**src/rtl/muldiv_pkg.sv**
```systemverilog
// Shared types and constants for the iterative multiply/divide sequencer.
package muldiv_pkg;

  typedef enum logic [1:0] {IDLE, RUN, DONE} state_t;

  localparam logic OP_MUL = 1'b0;
  localparam logic OP_DIV = 1'b1;

  // Width of a counter holding 0..value-1; never less than one bit.
  function automatic int clog2(input int value);
    int r;
    int v;
    r = 0;
    v = value - 1;
    while (v > 0) begin
      r = r + 1;
      v = v >> 1;
    end
    return (r < 1) ? 1 : r;
  endfunction

endpackage

```
**src/rtl/alu.sv**
```systemverilog
// Shared add/subtract unit: sel=1 adds, sel=0 subtracts (a - b).
module alu #(
  parameter int WIDTH = 65
) (
  input  logic [WIDTH-1:0] a,
  input  logic [WIDTH-1:0] b,
  input  logic             sel,
  output logic [WIDTH-1:0] y
);

  assign y = sel ? (a + b) : (a - b);

endmodule

```
**src/rtl/muldiv_seq.sv**
```systemverilog
// Shift-add multiply / restoring divide sequencer around the shared alu.
// Optional signed support is built when MULDIV_SIGNED_EN is defined.
import muldiv_pkg::*;

module muldiv_seq #(
  parameter int WIDTH = 32
) (
  input  logic             clk,
  input  logic             rst,
  input  logic             start,
  input  logic             op,
  input  logic             signed_op,
  input  logic [WIDTH-1:0] a,
  input  logic [WIDTH-1:0] b,
  output logic             busy,
  output logic             done,
  output logic [WIDTH-1:0] result_hi,
  output logic [WIDTH-1:0] result_lo,
  output logic             div_by_zero
);

  localparam int PW = 2 * WIDTH + 1;
  localparam int CW = clog2(WIDTH);
  localparam logic [CW-1:0] LAST = CW'(WIDTH - 1);

  state_t           state_reg;
  logic [PW-1:0]    p_reg;
  logic [PW-1:0]    p_next;
  logic [PW-1:0]    shifted;
  logic [PW-1:0]    alu_a;
  logic [PW-1:0]    alu_b;
  logic [PW-1:0]    alu_y;
  logic             alu_sel;
  logic [CW-1:0]    count_reg;
  logic             op_reg;
  logic [WIDTH-1:0] opnd_reg;
  logic [WIDTH-1:0] a_mag;
  logic [WIDTH-1:0] b_mag;
  logic [WIDTH-1:0] fin_hi;
  logic [WIDTH-1:0] fin_lo;
  logic [PW-1:WIDTH+1] unused_alu_bits;

  alu #(.WIDTH(PW)) u_alu (
    .a   (alu_a),
    .b   (alu_b),
    .sel (alu_sel),
    .y   (alu_y)
  );

  assign unused_alu_bits = alu_y[PW-1:WIDTH+1];

  // One iteration: multiply adds the multiplicand into the upper part then
  // shifts right; divide shifts left and keeps the trial difference if it
  // did not go negative.
  always_comb begin
    shifted = {p_reg[PW-2:0], 1'b0};
    alu_sel = (op_reg == OP_MUL);
    alu_a   = alu_sel ? PW'(p_reg[PW-1:WIDTH]) : PW'(shifted[PW-1:WIDTH]);
    alu_b   = PW'(opnd_reg);
    p_next  = shifted;
    if (alu_sel) begin
      p_next = {1'b0, (p_reg[0] ? alu_y[WIDTH:0] : p_reg[PW-1:WIDTH]), p_reg[WIDTH-1:1]};
    end else if (!alu_y[WIDTH]) begin
      p_next = {alu_y[WIDTH:0], shifted[WIDTH-1:0]} | PW'(1);
    end
  end

`ifdef MULDIV_SIGNED_EN
  logic             neg_res_reg;
  logic             neg_rem_reg;
  logic [2*WIDTH-1:0] prod;

  always_comb begin
    a_mag = (signed_op && a[WIDTH-1]) ? -a : a;
    b_mag = (signed_op && b[WIDTH-1]) ? -b : b;
    prod  = p_next[2*WIDTH-1:0];
    if (op_reg == OP_MUL) begin
      {fin_hi, fin_lo} = neg_res_reg ? -prod : prod;
    end else begin
      fin_lo = neg_res_reg ? -p_next[WIDTH-1:0] : p_next[WIDTH-1:0];
      fin_hi = neg_rem_reg ? -p_next[2*WIDTH-1:WIDTH] : p_next[2*WIDTH-1:WIDTH];
    end
  end
`else
  logic unused_signed;

  assign unused_signed = signed_op;
  assign a_mag  = a;
  assign b_mag  = b;
  assign fin_hi = p_next[2*WIDTH-1:WIDTH];
  assign fin_lo = p_next[WIDTH-1:0];
`endif

  always_ff @(posedge clk or posedge rst) begin
    if (rst) begin
      state_reg   <= IDLE;
      p_reg       <= '0;
      count_reg   <= '0;
      op_reg      <= OP_MUL;
      opnd_reg    <= '0;
      busy        <= 1'b0;
      done        <= 1'b0;
      result_hi   <= '0;
      result_lo   <= '0;
      div_by_zero <= 1'b0;
`ifdef MULDIV_SIGNED_EN
      neg_res_reg <= 1'b0;
      neg_rem_reg <= 1'b0;
`endif
    end else begin
      done <= 1'b0;
      case (state_reg)
        RUN: begin
          p_reg     <= p_next;
          count_reg <= count_reg + CW'(1);
          if (count_reg == LAST) begin
            state_reg <= DONE;
            busy      <= 1'b0;
            done      <= 1'b1;
            result_hi <= fin_hi;
            result_lo <= fin_lo;
          end
        end
        default: begin
          state_reg <= IDLE;
          if (start) begin
            op_reg      <= op;
            count_reg   <= '0;
            div_by_zero <= 1'b0;
            if (op == OP_DIV && b == '0) begin
              // Divide by zero skips iteration entirely.
              state_reg   <= DONE;
              done        <= 1'b1;
              div_by_zero <= 1'b1;
              result_hi   <= a;
              result_lo   <= '1;
            end else begin
              state_reg <= RUN;
              busy      <= 1'b1;
              p_reg     <= PW'((op == OP_MUL) ? b_mag : a_mag);
              opnd_reg  <= (op == OP_MUL) ? a_mag : b_mag;
`ifdef MULDIV_SIGNED_EN
              neg_res_reg <= signed_op && (a[WIDTH-1] ^ b[WIDTH-1]);
              neg_rem_reg <= signed_op && a[WIDTH-1];
`endif
            end
          end
        end
      endcase
    end
  end

endmodule
```
**config.mk**
```make
export PLATFORM = sky130hd
export DESIGN_NAME = muldiv_seq
export DESIGN_NICKNAME = d
export VERILOG_FILES = /design/src/rtl/muldiv_pkg.sv /design/src/rtl/alu.sv /design/src/rtl/muldiv_seq.sv
export SDC_FILE = /design/constraint.sdc
export NUM_CORES = 1
export LEC_CHECK = 0
export BUFFER_PORTS_ARGS = -buffer_cell sky130_fd_sc_hd__buf_4
export CAP_MARGIN = 20
export CORE_UTILIZATION = 50
export DETAILED_ROUTE_END_ITERATION = 10
export PLACE_DENSITY_LB_ADDON = 0.08
export SLEW_MARGIN = 20
export SYNTH_ARGS = -nofsm -noshare
export SYNTH_HDL_FRONTEND = slang
export SYNTH_HIERARCHICAL = 1
export SYNTH_SLANG_ARGS = --single-unit
export TNS_END_PERCENT = 10
```
**constraint.sdc**
```tcl
create_clock -name clk -period 6.1 [get_ports clk]
set_input_delay 0.61 -clock clk [delete_from_list [all_inputs] [get_ports clk]]
set_output_delay 0.61 -clock clk [all_outputs]
set_load 0.01 [all_outputs]
```
==> qor.txt <==
CTS Buffer Depth = 2
area of the core = 22800 um^2
leading cell type in the layout, fill and taps excluded = dfrtp_1
Top Ports = 136
final worst setup slack = 765 ps
diodes inserted = 0
Iteration-0 DRC Markers = 524
Root Buffer = clkbuf_16
nets = 1431
Period minus WS final = 5340 ps
Worst path most repeated cell = nand2_1
Routed Antenna Nets = 0
worst r2r src = opnd_reg[3]
cts repair resizes = 0
unrepaired setup endpoints after global routing = no
First-pass DRT Iterations = 5
DPL Wire Length = 23.1 mm
initial antenna violation count = 0
postcts setup bufs = 0
CTS tree = done
Port-buffer cells = 134
Buf/Inv on CP = 1
Sink Count = 172
worst slack, placed = 807 ps
syn avg cell area = 9.44 um^2
Cells after Synth = 1248
total negative slack = 0 ps
Critical Path Sink Type = flip-flop
H-Tree Level Count = 4
Rel. slew slack = 0.348
hold buffers post-CTS = 0
Crit path max-delay family = simple AND/OR/NAND/NOR gates
CP Depth = 19
Die ar. = 24200 um^2
vias in the first global route = 9373
Area Growth Syn to Fin = 15.4%
Vias/cell = 5.76
Via Count = 9508
fin. max-slew vios = 0
cell chain of the critical path = nor3_1, nand2_1, nor4_2, nand2_1, nor4_1, nor2_1, xor2_1, ha_1, and4_1, nand2_1, a2111oi_2, nor3_1, or2_2, xnor2_2, buf_4, mux2i_1, a211oi_1, a21oi_1, mux2i_1
slowest cell on the critical path = a211oi_1
Worst Tran Pin Value = 978 ps
post-layout util = 0.595
Clk Latency, worst-skew pair = 450 ps
Initial Util = 0.516
worst clock skew = 17.2 ps
Num CTS Buffers = 17
syn_nets = 1354
die height = 155 um
Fillers = 2055
GP Congestion = 0.896
flip-flop count of the largest register after layout = 65
Tcrit/Tclk final = 0.875
Hold Crit Class = in -> async
GRT Total Usage = 0.273
max frequency = 0.187 GHz
type of the worst setup path = reg -> reg
Synth Cell Area = 11800 um^2
final setup fails = 0
status = completed
CP peak stage delay = 620 ps
first-pass GRT wire length = 51.3 mm
row cnt = 55
worst r2r path cells = 19
yosys warns = 6
number of max-cap violations = 0
total congestion overflow = 0
R2R Setup Slk = 760 ps
CP startpoint kind = flip-flop
largest net degree at the start of global routing = 77
DRT Wirelength = 32.0 mm
DRC Markers = 0
crit path DAT = 5700 ps
CP Max Fanout = 21
layout cells sized above 1 = 0.200
Final Hold Fails = 0
clk slew on worst S/H paths = 80 ps
minimum hold slack = 159 ps
most frequent cells in the layout = dfrtp_1 (170), mux2i_1 (159), buf_4 (152)
Critical path origin = opnd_reg[3]
Worst Path Required = 6470 ps
wire per inst = 19.4 um
Die W = 155 um
## layout make-up
| type | instances | area [um^2] | share of cell area |
|---|---|---|---|
| Clock inverter | 14 | 168 | 0.0123 |
| Clock buffer | 18 | 429 | 0.0316 |
| Inverter | 50 | 193 | 0.0142 |
| Tap cell | 313 | 392 | 0.0288 |
| Sequential cell | 172 | 4310 | 0.317 |
| Timing Repair Buffer | 153 | 1160 | 0.0854 |
| Multi-Input combinational cell | 931 | 6940 | 0.511 |
## final timing paths
kind | endpoint
max reg2reg | result_hi[14]
min reg2reg | opnd_reg[5]
max | result_hi[14]
min | count_reg[3]
min in group clk | result_hi[24]
max in group asynchronous | p_reg[0]
## metal layers
layer	vias to the layer above	track usage	wire length, um
li1	4662	-	-
met1	4604	0.397	15900
met2	208	0.419	14100
met3	34	0.0429	1430
met4	0	0.0780	522
met5	-	0	0
## stage by stage
stage	std cells	area, um^2
after CTS	1650	13600
after floorplan	1248	11800
after global placement	1618	13000
final	1651	13600
after global routing	1651	13600
after detailed placement	1618	13000
## worst register-to-register path, delay by kind of cell (launching register included)
family	cells	cell delay, ps
compound gates	3	1190
xor+xnor	2	310
fa+ha+maj	1	420
buf+inv	1	380
flops	1	420
mux	2	320
simple gates	10	2240
Power is left out: the tool's default activity adds up to more than one toggle a clock period on the data nets, which glitch-free logic cannot reach.
